--- config.mk ---
export PLATFORM = sky130hd
export DESIGN_NAME = fifo_rd_packer
export DESIGN_NICKNAME = d
export VERILOG_FILES = /design/src/rtl/fifo_rd_packer.sv
export SDC_FILE = /design/constraint.sdc
export NUM_CORES = 1
export LEC_CHECK = 0
export CORE_UTILIZATION = 45
export CTS_CLUSTER_DIAMETER = 120
export CTS_CLUSTER_SIZE = 10
export DETAILED_ROUTE_END_ITERATION = 8
export PLACE_DENSITY = 0.71
export SYNTH_ARGS = -nofsm -noshare
export SYNTH_HDL_FRONTEND = slang
export SYNTH_SLANG_ARGS = --single-unit
--- constraint.sdc ---
create_clock -name clk_i -period 3.6 [get_ports clk_i]
set_input_delay 0.72 -clock clk_i [delete_from_list [all_inputs] [get_ports clk_i]]
set_output_delay 0.72 -clock clk_i [all_outputs]
set_load 0.005 [all_outputs]
--- src/rtl/fifo_rd_packer.sv ---
// fifo_rd_packer: paced byte reader for a 16x8 async FIFO, packing bytes into wide valid/ready words.
// Optional read-error counter is built only when FIFO_RD_PACKER_ERR_CNT_EN is defined.
module fifo_rd_packer #(
   parameter int unsigned BYTES_PER_WORD = 4
) (
   input  logic                        clk_i,
   input  logic                        rst_i,
   input  logic                        fifo_empty_i,
   input  logic [7:0]                  fifo_rdata_i,
   input  logic                        fifo_rd_error_i,
   output logic                        fifo_rd_en_o,
   input  logic                        flush_i,
   output logic [8*BYTES_PER_WORD-1:0] out_data_o,
   output logic [BYTES_PER_WORD-1:0]   out_keep_o,
   output logic                        out_valid_o,
   input  logic                        out_ready_i,
   output logic [15:0]                 err_cnt_o
);

   localparam int unsigned OUT_W = 8 * BYTES_PER_WORD;
   localparam int unsigned CNT_W = $clog2(BYTES_PER_WORD + 1);

   typedef enum logic [1:0] {S_CHECK, S_READ, S_CAPT, S_SETTLE} state_t;

   state_t           state;
   logic [CNT_W-1:0] byte_cnt;
   logic [OUT_W-1:0] acc;
   logic             flush_pend;

   logic                      acc_full_c;
   logic                      reg_free_c;
   logic                      xfer_c;
   logic [BYTES_PER_WORD-1:0] part_keep_c;

   assign acc_full_c = (byte_cnt == CNT_W'(BYTES_PER_WORD));
   assign xfer_c     = out_valid_o & out_ready_i;
   assign reg_free_c = ~out_valid_o | out_ready_i;

   // Keep mask for a partial word: one bit per byte already captured.
   always_comb begin
      part_keep_c = '0;
      for (int unsigned k = 0; k < BYTES_PER_WORD; k++) begin
         part_keep_c[k] = (CNT_W'(k) < byte_cnt);
      end
   end

   always_ff @(posedge clk_i) begin
      if (rst_i) begin
         state        <= S_CHECK;
         byte_cnt     <= '0;
         acc          <= '0;
         flush_pend   <= 1'b0;
         fifo_rd_en_o <= 1'b0;
         out_data_o   <= '0;
         out_keep_o   <= '0;
         out_valid_o  <= 1'b0;
      end else begin
         fifo_rd_en_o <= 1'b0;
         if (xfer_c) begin
            out_valid_o <= 1'b0;
         end
         if (flush_i) begin
            flush_pend <= 1'b1;
         end

         // Read pacing: one pop per READ, then CAPT and SETTLE before the empty flag is trusted again.
         case (state)
            S_CHECK: begin
               if (!acc_full_c && !fifo_empty_i) begin
                  state        <= S_READ;
                  fifo_rd_en_o <= 1'b1;
               end
            end
            S_READ: begin
               state <= S_CAPT;
            end
            S_CAPT: begin
               for (int unsigned k = 0; k < BYTES_PER_WORD; k++) begin
                  if (byte_cnt == CNT_W'(k)) begin
                     acc[8*k +: 8] <= fifo_rdata_i;
                  end
               end
               byte_cnt <= byte_cnt + CNT_W'(1);
               state    <= S_SETTLE;
            end
            S_SETTLE: begin
               state <= S_CHECK;
            end
            default: begin
               state <= S_CHECK;
            end
         endcase

         // A full word always takes precedence over a pending flush.
         if (acc_full_c && reg_free_c) begin
            out_data_o  <= acc;
            out_keep_o  <= '1;
            out_valid_o <= 1'b1;
            byte_cnt    <= '0;
            acc         <= '0;
            flush_pend  <= flush_i;
         end else if ((state == S_CHECK) && flush_pend && !acc_full_c) begin
            if (byte_cnt == '0) begin
               flush_pend <= flush_i;
            end else if (reg_free_c) begin
               out_data_o  <= acc;
               out_keep_o  <= part_keep_c;
               out_valid_o <= 1'b1;
               byte_cnt    <= '0;
               acc         <= '0;
               flush_pend  <= flush_i;
            end
         end
      end
   end

`ifdef FIFO_RD_PACKER_ERR_CNT_EN
   // Saturating count of cycles with the FIFO read-error flag raised.
   always_ff @(posedge clk_i) begin
      if (rst_i) begin
         err_cnt_o <= '0;
      end else if (fifo_rd_error_i && (err_cnt_o != 16'hFFFF)) begin
         err_cnt_o <= err_cnt_o + 16'd1;
      end
   end
`else
   logic unused_rd_error;
   assign unused_rd_error = fifo_rd_error_i;
   assign err_cnt_o       = 16'h0;
`endif

endmodule

==> results of run 1 <==
## path summary, 6_finish.rpt
check,startpoint,to,cells after the start
max,byte_cnt[0]$_SDFF_PP0_,out_data_o[6]$_SDFFE_PP0P_,6
min,out_data_o[29]$_SDFFE_PP0P_,out_data_o[29]$_SDFFE_PP0P_,2
max reg2reg,byte_cnt[0]$_SDFF_PP0_,out_data_o[6]$_SDFFE_PP0P_,6
min reg2reg,out_data_o[29]$_SDFFE_PP0P_,out_data_o[29]$_SDFFE_PP0P_,2
## cell type report
class | count | area (µm²)
Fill cell | 658 | 3233
Clock inverter | 4 | 70.07
Timing Repair Buffer | 59 | 580.6
Sequential cell | 76 | 1521
Multi-Input combinational cell | 226 | 1607
Inverter | 8 | 30.03
Tap cell | 99 | 123.9
Clock buffer | 12 | 165.2
## critical path, cell delays in order (launching register included)
cell	delay (ns)
dfxtp_1	0.46
inv_1	0.11
ha_1	0.36
and3b_1	0.76
buf_4	0.36
o211ai_1	0.16
a21oi_1	0.16
## sequential cells by signal (all words and copies together) (netlist names)
register      cells
acc              32
flush_pend        1
out_data_o       32
state             2
out_keep_o        4
out_valid_o       1
fifo_rd_en_o      1
byte_cnt          3
## synthesized netlist by cell type, types with 2 or more instances
cell type,n,area (µm²)
nor2_1,2,7.510
nand3b_1,2,15.01
o21ai_0,3,15.01
buf_4,18,135.1
ha_1,6,75.07
o211a_1,3,30.03
inv_1,8,30.03
o211ai_1,35,262.8
buf_2,21,105.1
nor3_1,36,180.2
dfxtp_1,76,1521
nor3_2,3,30.03
clkbuf_2,3,15.01
buf_1,2,7.510
buf_6,4,45.04
mux2i_1,33,330.3
xnor2_1,2,17.52
clkbuf_1,8,30.03
a21oi_1,36,180.2
a21o_1,2,15.01
o31ai_1,32,240.2
## routing by layer
| layer | wire length [µm] | GRT usage (%) | part of all wire [%] |
|---|---|---|---|
| met2 | 3681 | 32.76 | 48 |
| met3 | 474 | 6.556 | 6.1 |
| met5 | 0 | 0 | 0 |
| met1 | 3530 | 26.89 | 46 |
| met4 | 57 | 6.205 | 0.74 |
## through the flow
step | power (mW) | cell area, µm²
final | 2.038 | 4098
after global routing | 2.132 | 4098
after CTS | 2.048 | 4098
after detailed placement | 1.303 | 3862
after global placement | 1.287 | 3862
after floorplan | 1.219 | 3493
## cell families (layout without fill, tap and decap cells)
family	Yosys count	in the layout	share of synthesized area [%]
other	1	16	0.1091
xor gates and xnor gates	2	2	0.5097
AOI/OAI and AO/OA	116	116	22.86
buffers and inverters	64	83	10.70
muxes	34	34	10.01
and+or+nand+nor	52	52	9.355
DFF	76	76	44.27
adders and majority gates	6	6	2.184
## report_power, final
| part | internal (mW) | total (mW) | switching (mW) | leakage, nW |
|---|---|---|---|---|
| registers | 0.885 | 0.915 | 0.0293 | 0.613 |
| clock network | 0.445 | 0.753 | 0.309 | 0.122 |
| logic | 0.137 | 0.370 | 0.234 | 0.816 |
| total | 1.47 | 2.04 | 0.571 | 1.55 |
==> run metrics, run 1 <==
Slew @ Worst Pin 0.8343 ns; total core area 0.007331 mm²; Tmin final 2.447 ns; most frequent cells in the layout dfxtp_1 (76), clkdlybuf4s50_1 (50), a21oi_1 (36), nor3_1 (36), o211ai_1 (35); Worst VDD drop 0.2987 mV; RSZ-0062 raised after global routing false; Final Max Slew Viols 0; wire per inst 16.00 µm; Die Span Y 89.40 µm; Synth Cell Area 0.003437 mm²; Clk Latency, worst-skew pair 0.35 ns; WS Path Type flip-flop to flip-flop; Num CTS Buffers 9; FP Rows 31; half-perimeter wire length after detailed placement 4.761 mm; post-CTS setup buffer count 0; diode count 0; GR Overflow Total 0; Finished Layout Cells 484; Via-to-Cell Ratio 5.589; commonest non-fill, non-tap cell in the layout dfxtp_1; Die Wd 89.40 µm; Pre-antenna DRT Iters 4; die area 0.007991 mm²; DRC violations left 0; Area Growth Syn to Fin 19.22%; post-layout net count 400; Rel. slew slack 44.32%; fin worst setup slack 1.153 ns; Clock transition at path regs 0.08 ns; pre-CTS setup slack 1.164 ns; Yosys reg bits 76; P_leak 1.552 nW; power per cell area 497.4 mW/mm²; max cap viols 0; initial antenna violation count 0; Cells after Synth 351; Total Wirelength 7.744 mm; Hold Fails Final Rpt 0; setup_tns 0 ns; clk buf depth 2; DR iter-0 viols 201; vias in the first global route 2494; Synth cell types 37; Tcrit/Tclk final 67.97%; initial core utilization 46.89%; Resized cells post-CTS 0; layout cell share with drive strength beyond 1 8.571%; Worst Path Max Fanout 20; Primary FF master, synth dfxtp_1; crit path capture type flip-flop; RePlAce Congestion 0.7931; CTS tree yes; Overall Global Routing Usage 20.64%; H-tree depth 3; Hold Buf Count CTS 0; Crit path required time 3.89 ns; Avg Synthesized Cell Area 9.792 µm²; crit path DAT 2.73 ns; Clock Skew 0.009536 ns; I/O pin count 68; antenna-violating nets left 0; CP startpoint kind flip-flop; outcome complete, no violations; final setup vio count 0; hold crit path type flip-flop to flip-flop; reg2reg setup slack 1.15 ns; Root Buffer clkbuf_8; Synthesis Warnings 0; Post-synth EDFFs 0; Synth async-reset ratio 0%; CTS Sinks 76; post-synthesis sequential area ratio 44.27%; Via Count 2705; fin util 55.90%; global-route wire length before repair 12.36 mm; max frequency 408.7 MHz; largest net degree at the start of global routing 39; WHS 0.4685 ns; Buffers on Ports 50; dpl cells 468
Note: power is estimated with default switching activity, not from simulation.
==> run 2, diff against run 1 <==
PLACE_DENSITY = 0.74   (was 0.71)
clock period = 2.16 ns   (was 3.6 ns; I/O delays follow)
==> run 2 against run 1 <==
  * Clock power grew 55%
  * Largest power group unchanged
  * First-iteration DRC count shrank 32%
  * Via count grew 1.1%
  * Flip-flop and latch count is the same
  * Critical path type unchanged
  * Clock skew shrank 0.0027 ns
==> run metrics, run 2 (synthesis results as in run 1) <==
diode count 0 (unchanged); Slew @ Worst Pin 0.5591 ns (-0.2752 ns); final setup vio count 0 (unchanged); hold crit path type flip-flop to flip-flop; Worst Path Max Fanout 9 (-55%); fin util 57.11% (+1.2 points); layout cell share with drive strength beyond 1 11.34% (+2.8 points); FP Rows 31 (unchanged); crit path capture type flip-flop; Int Power 2.391 mW (+63%); Worst VDD drop 0.4229 mV (+42%); power per cell area 800.8 mW/mm² (+61%); Total Wirelength 7.749 mm (about the same); dpl cells 480 (+2.6%); Overall Global Routing Usage 21.27% (+0.63 points); vias in the first global route 2622 (+5.1%); I/O pin count 68 (unchanged); Die Span Y 89.40 µm (unchanged); crit path DAT 2.24 ns (-0.49 ns); antenna-violating nets left 0 (unchanged); total core area 0.007331 mm² (unchanged); initial core utilization 46.89% (unchanged); P_leak 1.604 nW (+3.4%); Area Growth Syn to Fin 21.81%; largest net degree at the start of global routing 36 (-7.7%); H-tree depth 3 (unchanged); Seq pwr share 45.5% (+0.6 points); Clock transition at path regs 0.07 ns (about the same); clk buf depth 2 (unchanged); commonest non-fill, non-tap cell in the layout dfxtp_1; Via-to-Cell Ratio 5.512 (-1.4%); largest registers acc x32, out_data_o x32, out_keep_o x4; Clk Latency, worst-skew pair 0.35 ns (about the same); design area 0.004187 mm² (+2.2%); global-route wire length before repair 12.77 mm (+3.3%); Die Wd 89.40 µm (unchanged); Tmin final 1.998 ns (-0.4488 ns); outcome complete, no violations; die area 0.007991 mm² (unchanged); Rel. slew slack 62.62% (+18 points); half-perimeter wire length after detailed placement 5.214 mm (+9.5%); Final Max Slew Viols 0 (unchanged); Hold Fails Final Rpt 0 (unchanged); Buffers on Ports 50 (unchanged); setup_tns 0 ns (unchanged); NetSw 0.9615 mW (+68%); RePlAce Congestion 0.8222 (+3.7%); post-place instance area 0.003965 mm² (+2.7%); Hold Buf Count CTS 0 (unchanged); max cap viols 0 (unchanged); Via Count 2734 (+1.1%); max frequency 500.4 MHz (+22%); CP startpoint kind flip-flop; Pre-antenna DRT Iters 4 (unchanged); Clock power frac 35.0% (-2.0 points); DRC violations left 0 (unchanged); initial antenna violation count 0 (unchanged); Tcrit/Tclk final 92.51% (+25 points); switching share of power 28.68% (+0.65 points); Crit path required time 2.40 ns (-1.49 ns); CTS Sinks 76 (unchanged); DR iter-0 viols 136 (-32%); WS Path Type flip-flop to flip-flop; Root Buffer clkbuf_8; GR Overflow Total 0 (unchanged); most frequent cells in the layout dfxtp_1 (76), clkdlybuf4s50_1 (50), a21oi_1 (36), nor3_1 (36), o211ai_1 (35); power consumption 3.352 mW (+64%); post-CTS setup buffer count 0 (unchanged); pre-CTS setup slack 0.2042 ns (-0.9601 ns); Comb pwr share 19.5% (+1.3 points); post-layout net count 412 (+3.0%); Clock Skew 0.006844 ns (-0.002692 ns); fillers 618 (-6.1%); CTS tree yes; wire per inst 15.62 µm (-2.4%); Num CTS Buffers 9 (unchanged); Finished Layout Cells 496 (+2.5%); RSZ-0062 raised after global routing false; WHS 0.4694 ns (+0.0009080 ns); fin worst setup slack 0.1618 ns (-0.9912 ns); Resized cells post-CTS 0 (unchanged)
-- run 2: cell types whose count changed in the layout (fill, tap and decap cells not counted), sizes merged --
cell | before | now
clkbuf | 12 | 13
buf | 9 | 21
clkinv | 2 | 1
bufinv | 2 | 1
clkinvlp | 0 | 1
-- run 2: worst paths after layout --
| kind | from | endpoint | slack, ns | depth (start not counted) |
|---|---|---|---|---|
| max | byte_cnt[0]$_SDFF_PP0_ | out_keep_o[0]$_SDFFE_PP0P_ | 0.16 | 6 |
| min | out_data_o[19]$_SDFFE_PP0P_ | out_data_o[19]$_SDFFE_PP0P_ | 0.47 | 2 |
| max reg2reg | byte_cnt[0]$_SDFF_PP0_ | out_keep_o[0]$_SDFFE_PP0P_ | 0.16 | 6 |
| min reg2reg | out_data_o[19]$_SDFFE_PP0P_ | out_data_o[19]$_SDFFE_PP0P_ | 0.47 | 2 |
-- run 2: cell type report --
type | instances | area (µm²) | area share, %
Multi-Input combinational cell | 226 | 1607 | 38.37
Sequential cell | 76 | 1521 | 36.34
Timing Repair Buffer | 71 | 683.2 | 16.32
Clock buffer | 13 | 178.9 | 4.274
Tap cell | 99 | 123.9 | 2.959
Clock inverter | 3 | 42.54 | 1.016
Inverter | 8 | 30.03 | 0.7173
-- run 2: worst max-delay path, cell delays in order (launching register included) --
cell and delay (ns):
dfxtp_1 0.38, inv_1 0.12, ha_1 0.43, mux2i_2 0.41, buf_4 0.23, nor3_1 0.08, o211a_1 0.23
-- run 2: routing by layer --
| layer | track usage [%] | wire length (µm) |
|---|---|---|
| met3 | 4.801 | 296 |
| met2 | 33.10 | 3660 |
| met4 | 10.68 | 175 |
| met1 | 27.79 | 3616 |
| met5 | 0 | 0 |
-- run 2: power groups by stage --
stage | registers (mW) | clock network, mW | logic [mW]
after floorplan | 1.55 | 0 | 0.484
after global placement | 1.55 | 0 | 0.626
after detailed placement | 1.56 | 0 | 0.649
after CTS | 1.52 | 1.19 | 0.654
after global routing | 1.53 | 1.25 | 0.725
final | 1.52 | 1.17 | 0.654
